`config.mk`:
```
export PLATFORM = sky130hd
export DESIGN_NAME = gate_tt_sequencer
export DESIGN_NICKNAME = d
export VERILOG_FILES = /design/src/rtl/gate_tt_sequencer.sv
export SDC_FILE = /design/constraint.sdc
export NUM_CORES = 1
export LEC_CHECK = 0
export CORE_ASPECT_RATIO = 1.1
export CORE_MARGIN = 1
export CORE_UTILIZATION = 40
export CTS_BUF_LIST = sky130_fd_sc_hd__clkbuf_2
export CTS_CLUSTER_DIAMETER = 50
export CTS_CLUSTER_SIZE = 10
export DETAILED_ROUTE_END_ITERATION = 7
export GPL_ROUTABILITY_DRIVEN = 0
export PLACE_DENSITY = 0.67
export SYNTH_ARGS = -nofsm -noshare
export SYNTH_HDL_FRONTEND = slang
export SYNTH_SLANG_ARGS = --single-unit
```
`constraint.sdc`:
```
create_clock -name clk -period 1.9 [get_ports clk]
set_input_delay 0.19 -clock clk [delete_from_list [all_inputs] [get_ports clk]]
set_output_delay 0.19 -clock clk [all_outputs]
set_load 0.05 [all_outputs]
```
`src/rtl/gate_tt_sequencer.sv`:
```
// Truth-table sweeper: drives every input vector to a gate under test, waits SETTLE cycles, and checks y_in against EXPECT.
// Optional macro GATE_TT_STOP_ON_FAIL_EN ends the sweep at the first mismatching vector.
module gate_tt_sequencer #(
    parameter int                     N_IN   = 2,
    parameter int                     SETTLE = 2,
    parameter logic [(1<<N_IN)-1:0]   EXPECT = 4'b1000
) (
    input  logic              clk,
    input  logic              rst_n,
    input  logic              start,
    output logic [N_IN-1:0]   a_out,
    input  logic              y_in,
    output logic              busy,
    output logic              done,
    output logic              pass,
    output logic [N_IN:0]     err_cnt,
    output logic [N_IN-1:0]   first_fail
);

    localparam int              NV          = 1 << N_IN;
    localparam logic [N_IN-1:0] LAST_VEC    = N_IN'(NV - 1);
    localparam logic [3:0]      SETTLE_LAST = 4'(SETTLE - 1);

`ifdef GATE_TT_STOP_ON_FAIL_EN
    localparam bit STOP_ON_FAIL = 1'b1;
`else
    localparam bit STOP_ON_FAIL = 1'b0;
`endif

    typedef enum logic [1:0] {
        ST_IDLE,
        ST_SETTLE,
        ST_CHECK,
        ST_DONE
    } state_t;

    state_t            state_q, state_d;
    logic [N_IN-1:0]   vec_q, vec_d;
    logic [3:0]        cnt_q, cnt_d;
    logic              busy_q, busy_d;
    logic              done_q, done_d;
    logic              pass_q, pass_d;
    logic [N_IN:0]     err_q, err_d;
    logic [N_IN-1:0]   ff_q, ff_d;
    logic              exp_bit;
    logic              mismatch;

    // Case inequality so that an X or Z from the gate counts as a mismatch.
    always_comb begin
        exp_bit  = EXPECT[vec_q];
        mismatch = (y_in !== exp_bit);
    end

    always_comb begin
        state_d = state_q;
        vec_d   = vec_q;
        cnt_d   = cnt_q;
        busy_d  = busy_q;
        done_d  = 1'b0;
        pass_d  = pass_q;
        err_d   = err_q;
        ff_d    = ff_q;

        case (state_q)
            ST_IDLE: begin
                if (start) begin
                    state_d = ST_SETTLE;
                    vec_d   = '0;
                    cnt_d   = '0;
                    err_d   = '0;
                    ff_d    = '0;
                    pass_d  = 1'b0;
                    busy_d  = 1'b1;
                end
            end

            ST_SETTLE: begin
                cnt_d = cnt_q + 4'd1;
                if (cnt_q == SETTLE_LAST) begin
                    state_d = ST_CHECK;
                end
            end

            ST_CHECK: begin
                if (mismatch) begin
                    err_d = err_q + 1'b1;
                    if (err_q == '0) begin
                        ff_d = vec_q;
                    end
                end
                if ((vec_q == LAST_VEC) || (STOP_ON_FAIL && mismatch)) begin
                    state_d = ST_DONE;
                    busy_d  = 1'b0;
                    done_d  = 1'b1;
                    pass_d  = (err_d == '0);
                end else begin
                    state_d = ST_SETTLE;
                    vec_d   = vec_q + 1'b1;
                    cnt_d   = '0;
                end
            end

            ST_DONE: begin
                state_d = ST_IDLE;
            end

            default: begin
                state_d = ST_IDLE;
            end
        endcase
    end

    always_ff @(posedge clk or negedge rst_n) begin
        if (!rst_n) begin
            state_q <= ST_IDLE;
            vec_q   <= '0;
            cnt_q   <= '0;
            busy_q  <= 1'b0;
            done_q  <= 1'b0;
            pass_q  <= 1'b0;
            err_q   <= '0;
            ff_q    <= '0;
        end else begin
            state_q <= state_d;
            vec_q   <= vec_d;
            cnt_q   <= cnt_d;
            busy_q  <= busy_d;
            done_q  <= done_d;
            pass_q  <= pass_d;
            err_q   <= err_d;
            ff_q    <= ff_d;
        end
    end

    assign a_out      = vec_q;
    assign busy       = busy_q;
    assign done       = done_q;
    assign pass       = pass_q;
    assign err_cnt    = err_q;
    assign first_fail = ff_q;

endmodule
```
* After elaboration in Yosys (flattened, before gate mapping)
Index checks and enable logic that the tools add are counted.
** Cells by class
- Reduce and logical (&&, ||, !) cells :: 11
- Shifts and indexed selects :: 0
- Multiplexer cells :: 27
- Div/mod/pow operators :: 0
- Multipliers :: 0
- $lt $le $gt $ge :: 1
- Eq/ne operators :: 12
- Bitwise gates (word level) :: 0
- Add/subtract/negate cells :: 3
** Operator list (number)
- 2-bit 2-to-1 mux :: 7
- 2-bit != test, second input constant :: 6
- 4-bit one-hot mux with 3 select lines :: 1
- 3-bit 2-to-1 mux :: 3
- 3-bit AND reduction :: 3
- 4-bit 2-to-1 mux :: 2
- 2-bit one-hot mux with 2 select lines :: 2
- 2-bit one-hot mux with 4 select lines :: 1
- 1-bit 2-to-1 mux :: 7
- 2-bit equality test, second input constant :: 3
- 3-bit logical NOT :: 2
- 3-bit one-hot mux with 2 select lines :: 1
- 4-bit by 1-bit adder with 4-bit output, second input constant :: 1
- 4-bit by 1-bit equality test with 1-bit output, second input constant :: 1
- 1-bit one-hot mux with 2 select lines :: 2
- 2-bit AND reduction :: 2
- 4-bit AND reduction :: 1
- 3-bit by 1-bit adder with 3-bit output, second input constant :: 1
- 2-bit by 3-bit < comparator with 1-bit output, second input constant :: 1
- 3-bit nonzero test :: 1
- 2-bit by 1-bit adder with 2-bit output, second input constant :: 1
- 1-bit binary-select mux with 2-bit select :: 1
- 2-bit by 1-bit equality test with 1-bit output, second input constant :: 1
- 2-bit logical NOT :: 1
- 2 further kinds :: 2
** Word-level totals
- Word-level logic and storage cells :: 62
- Bits in read-only memories :: 0
- Bits in writable memories :: 0
- Memories kept :: 0
- Register bits :: 16
- Input port bits :: 4
- Output and inout bits :: 10
- Bits in latches :: 0

* Depth between registers and ports, before layout
Gate-level depths: netlist of the first run.
- Depth after elaboration :: 8
- Gate-level depth with buffers :: 6
- Mapped depth without buffers :: 5

* Least setup slack after synthesis of the first run
Ideal clock, no wire load.
- Path type :: register -> register
- Start :: register vec_q[0] (netlist: a_out[0])
- End :: register ff_q[0] (netlist: first_fail[0])
- Path buffers :: 0
- Stages on the path, launching flop included :: 6
- Arrival :: 1606 ps
- Required time :: 1777 ps
- Setup time :: 123 ps
- Setup slack :: 171 ps
- Clock period less this slack :: 1729 ps
- Path through :: dfrtp_1 > ha_1 > xor2_2 > nand4b_1 > nand3_1 > o21ai_1
** On the way
- Longest elaborated chain between the ends :: 5
- Elaborated cells on any way between the ends :: 8
- Classes of those cells :: 2 x eq/ne; 5 x mux; 1 x reduce/logical
** RTL lines
- from (decl) :: RTL line 38 : logic [N_IN-1:0] vec_q, vec_d;
- from (signal assigned) :: RTL line 125 : vec_q <= vec_d;
- 1-bit binary-select mux with 2-bit select :: RTL line 50 : exp_bit = EXPECT[vec_q];
- 1-bit 2-to-1 mux (implied by the code) :: RTL line 50
- 1-bit case inequality test :: RTL line 51 : mismatch = (y_in !== exp_bit);
- 2-bit != test (no source line)
- 4-bit AND reduction (no source line)
- to (signal assigned) :: RTL line 122 : ff_q <= '0;
- to (signal assigned) :: RTL line 131 : ff_q <= ff_d;
- to (decl) :: RTL line 44 : logic [N_IN-1:0] ff_q, ff_d;
Several ways; a longest one is shown, not always the timed one. The select of a mux whose other input is x is not followed.
A chain may end at the register's enable or synchronous reset.

* Final worst setup path of the first run
- Start :: register err_q[2] (netlist: err_cnt[2])
- End :: output port err_cnt[2]
** RTL lines
- from (decl) :: RTL line 43 : logic [N_IN:0] err_q, err_d;
- from (signal assigned) :: RTL line 130 : err_q <= err_d;
- to (decl) :: RTL line 16 : output logic [N_IN:0] err_cnt,
No word-level cell between the ends.

==> results of run 1 <==
-- registers in the layout, summed over array words and instances (netlist names) --
| signal | cells |
|---|---|
| cnt_q | 4 |
| err_cnt | 3 |
| a_out | 2 |
| first_fail | 2 |
| state_q | 2 |
| busy | 1 |
| done | 1 |
| pass | 1 |
-- cell families after synthesis --
logic type                 after synthesis
and+or+nand+nor                         29
xor gates and xnor gates                 6
buffers and inverters                   12
AOI/OAI and AO/OA                       29
adders and majority gates                6
DFF                                     16
muxes                                    1
-- placed cells by master, fill, tap and decap left out, types with 3 or more instances in the layout --
master	instances
o21ai_0	15
nand2_1	11
clkdlybuf4s50_1	13
dfrtp_1	16
clkbuf_2	3
ha_1	6
nor2_1	7
a21oi_1	6
inv_1	9
nand3_1	3
xor2_1	3
-- worst paths after layout --
path	startpoint	end	slack, ns	cells past startpoint
max	err_cnt[2]	err_cnt[2]	0.09	1
min	rst_n	err_cnt[0]	0.20	2
max reg2reg	a_out[0]	err_cnt[2]	0.31	5
min reg2reg	first_fail[1]	first_fail[1]	0.52	2
max in group asynchronous	rst_n	first_fail[1]	1.51	2
min in group clk	first_fail[1]	first_fail[1]	0.52	2
-- layout make-up --
class	count	area [sq um]
sequential	16	400.4
timing repair buffer	15	145.1
tap	28	35.03
fill	203	984.7
inverter	9	33.78
multi-input combinational	71	445.4
clock buffer	3	15.01
clock inverter	1	3.754
-- power breakdown --
part | total [W] | leakage (nW) | switching (W) | internal (W)
registers | 0.000591 | 0.211 | 0.000159 | 0.000432
clock network | 0.000147 | 0.0140 | 0.000101 | 0.0000458
logic | 0.000664 | 0.250 | 0.000413 | 0.000251
-- layer usage --
layer	part of all wire	vias up
li1	-	371
met1	0.52	335
met2	0.45	9
met3	0.025	2
met4	0.0079	0
met5	0	-
-- through the flow --
stage,worst slack [ns],utilization,instances,cell area [sq um]
floorplan,0.1714,-,99,894.6
global placement,0.4049,0.5136,139,1060
detailed placement,0.3549,0.5136,139,1060
CTS,0.07104,0.5227,143,1079
global route,0.02817,0.5227,143,1079
finish,0.08986,0.5227,143,1079
==> results_dict.tcl, run 1 <==
set metrics [dict create \
    antenna_found_initial 0 \
    yosys.area_share.xor_xnor 0.06713 \
    fp.coreArea_sq_mm 0.002063 \
    crit_fanout 7 \
    viasPerCell 5.014 \
    postCtsSetupRepairBufs 0 \
    ys_seq_area_frac 0.4476 \
    synth_cell_types 25 \
    totalWireLength_mm 1.773 \
    synth_warnings 0 \
    async_flop_share 1.000 \
    synth_cells 99 \
    layout_min_cycle_time_ns 1.810 \
    yosys.area.top_type_share 0.4476 \
    cts_resized 0 \
    clockBufferDepth 2 \
    grt_use_met3 0.03472 \
    cts-root-buf "clkbuf_2" \
    ys.flop_type "dfrtp_1" \
    fp.dieW_um 47.09 \
    cpLargestDelayFamily "buffers and inverters" \
    nets 126 \
    dr_total_vias 717 \
    wire_per_inst_um 12.40 \
    leakage_nw 0.4748 \
    cellPowerDensity_mw_per_mm2 1299 \
    cts_buffers 3 \
    die_height_um 51.60 \
    die-area_sq_mm 0.002430 \
    tightest_slew_ns 0.5481 \
    crit_arrival_ns 1.62 \
    track_usage 0.1817 \
    fmax_mhz 552.4 \
    start_util 0.4336 \
    synth_adder_area_share 0.08392 \
    met2_usage 0.2731 \
    syn_area_per_cell_sq_um 9.036 \
    grt_pass1_wl_mm 3.098 \
    cts.sinks 16 \
    syn-cell-area_sq_um 894.6 \
    yosys.area.top_type "dfrtp_1" \
    ant_nets 0 \
    slowest_stage "clkdlybuf4s50_1" \
    min_path_type "input pin to asynchronous set/reset pin" \
    synth_common_cells "dfrtp_1 (16), o21ai_0 (15), nand2_1 (11), inv_1 (9), nor2_1 (7)" \
    synth_top_family_by_area "compound AO/OA/AOI/OAI gates" \
    setup_tns_ns 0 \
    finClkSkew_ns 0.007161 \
    drive_above_1_share 0.06957 \
    startpoint_type "flop" \
    firstDrtPassIters 4 \
    placementRows 17 \
    worstSetupPathType "flop to primary output" \
    io_buffers 13 \
    cp-end-kind "primary output" \
    finalSetupViolations 0 \
    grt_pass1_vias 709 \
    period_share 0.9527 \
    cts_tree "built" \
    hpwl_mm 1.299 \
    syn2layout_area_growth_pct 20.56 \
    synth-simple-area-share 0.1497 \
    synth_nets 109 \
    slew_headroom 0.6314 \
    synthMuxAreaShare 0.01119 \
    synth_edf_count 0 \
    ys_seq_elements 16 \
    grt_use_met1 0.2462 \
    cpPeakStageDelay_ns 0.85 \
    synth.area.top_cells "dfrtp_1 (45%), ha_1 (8.4%), o21ai_0 (8.4%)" \
    yosys.cell_count.top_type "dfrtp_1" \
    ir_worst_vdd_uv 658.1 \
    cts_hold_buf 0 \
    cp.required_ns 1.71 \
    grt-busiest-layer "met2" \
    first_iter_violations 9 \
    clk_latency_ns 0.28 \
    boundaryPins 14 \
    finalHoldViolCount 0 \
    synth-compound-area-share 0.1860 \
    status "completed" \
    rsz0062_at_grt "no" \
    gr-total-overflow 0 \
    antenna_cells 0 \
    grt_max_degree 17 \
    fin_hold_ws_ns 0.2026 \
    path_clk_slew_ns 0.15 \
    drc_errors 0 \
    crit_chain "clkdlybuf4s50_1" \
    slew_viol_final 0 \
    timing.max_cap.violations 0 \
    cp.buffers_inverters 1 \
    power_w 0.001402 \
    cts_htree_levels 1 \
]
Note: power is estimated with default switching activity, not from simulation.
==> inputs of run 2 (changes only) <==
- MAX_ROUTING_LAYER: not set -> met4
==> results_dict.tcl, run 2 (synthesized netlist as in run 1, its figures left out) <==
set metrics [dict create \
    status "completed" \
    timing.max_cap.violations 0 \
    grt_pass1_wl_mm 3.098 \
    syn2layout_area_growth_pct 20.56 \
    io_buffers 13 \
    crit_chain "clkdlybuf4s50_1" \
    ant_nets 0 \
    crit_fanout 7 \
    clockBufferDepth 2 \
    finalHoldViolCount 0 \
    path_clk_slew_ns 0.15 \
    tightest_slew_ns 0.5481 \
    drc_errors 0 \
    grt_max_degree 17 \
    track_usage 0.1863 \
    slew_headroom 0.6314 \
    viasPerCell 5.014 \
    cp-end-kind "primary output" \
    crit_arrival_ns 1.62 \
    totalWireLength_mm 1.773 \
    slew_viol_final 0 \
    cp.required_ns 1.71 \
    gr-total-overflow 0 \
    wire_per_inst_um 12.40 \
    top_register "cnt_q" \
    setup_tns_ns 0 \
    min_path_type "input pin to asynchronous set/reset pin" \
    finClkSkew_ns 0.007161 \
    period_share 0.9527 \
    layout_min_cycle_time_ns 1.810 \
    ir_worst_vdd_uv 658.1 \
    largest_register_ff_count 4 \
    fmax_mhz 552.4 \
    hpwl_mm 1.299 \
    cpPeakStageDelay_ns 0.85 \
    n_fill_cell 203 \
    cpLargestDelayFamily "buffers and inverters" \
    antenna_found_initial 0 \
    cts_hold_buf 0 \
    cts_buffers 3 \
    area.sequential_sq_um 400.4 \
    rsz0062_at_grt "no" \
    leakage_nw 0.4748 \
    die-area_sq_mm 0.002430 \
    firstDrtPassIters 4 \
    finalSetupViolations 0 \
    final_cell_mix "dfrtp_1 (16), o21ai_0 (15), clkdlybuf4s50_1 (13)" \
    cts_htree_levels 1 \
    boundaryPins 14 \
    dr_total_vias 717 \
    fin_util 0.5227 \
    placementRows 17 \
    die_height_um 51.60 \
    layout_commonest_cell "dfrtp_1" \
    fp.coreArea_sq_mm 0.002063 \
    cellPowerDensity_mw_per_mm2 1299 \
    cts.sinks 16 \
    clk_latency_ns 0.28 \
    worstSetupPathType "flop to primary output" \
    first_iter_violations 9 \
    startpoint_type "flop" \
    postCtsSetupRepairBufs 0 \
    antenna_cells 0 \
    drive_above_1_share 0.06957 \
    cts_tree "built" \
    grt_pass1_vias 709 \
    start_util 0.4336 \
    nets 126 \
    cts_resized 0 \
    cp.buffers_inverters 1 \
    slowest_stage "clkdlybuf4s50_1" \
    fp.dieW_um 47.09 \
    cts-root-buf "clkbuf_2" \
    multiInputGateArea_sq_um 445.4 \
]
==> run 2: metrics by stage <==
step | worst slack, ns | area, sq um | hold slack (ns) | total power [W] | instances
after floorplan | 0.1714 | 894.6 | -0.1056 | 0.001053 | 99
after global placement | 0.4049 | 1060 | 0.4972 | 0.001239 | 139
after detailed placement | 0.3549 | 1060 | 0.4983 | 0.001261 | 139
after CTS | 0.07104 | 1079 | 0.1882 | 0.001417 | 143
after global routing | 0.02817 | 1079 | 0.2068 | 0.001517 | 143
final | 0.08986 | 1079 | 0.2025 | 0.001402 | 143
==> run 2: layout make-up <==
type                       instances  share of cell area
sequential                        16              0.3712
tap                               28             0.03248
timing repair buffer              15              0.1346
clock inverter                     1            0.003480
inverter                           9             0.03132
clock buffer                       3             0.01392
multi-input combinational         71              0.4130
==> run 2: layer usage <==
layer	GRT usage	up-vias	part of all wire
met1	0.2484	335	0.52
met3	0.03125	2	0.021
met4	0.08571	0	0.0079
li1	-	371	-
met5	-	-	0
met2	0.2731	9	0.45
==> run 2: worst reg2reg max path: stages (launching register included) <==
cell	delay, ns
dfrtp_1	0.48
ha_1	0.29
xnor2_1	0.35
nor2b_1	0.11
mux2i_1	0.13
o21ai_0	0.16
==> run 2: worst paths after layout <==
kind / cells after the start / from / slack [ns] / to
max in group asynchronous: 2 / rst_n / 1.51 / first_fail[1]
max reg2reg: 5 / a_out[0] / 0.31 / err_cnt[2]
min in group clk: 2 / first_fail[1] / 0.52 / first_fail[1]
min: 2 / rst_n / 0.20 / err_cnt[0]
min reg2reg: 2 / first_fail[1] / 0.52 / first_fail[1]
max: 1 / err_cnt[2] / 0.09 / err_cnt[2]
==> run 2: power breakdown <==
part	switching (W)	internal, W	total [W]
Clock	0.000101	0.0000458	0.000147
Combinational	0.000413	0.000251	0.000664
Sequential	0.000159	0.000432	0.000591
Total	0.000673	0.000729	0.00140
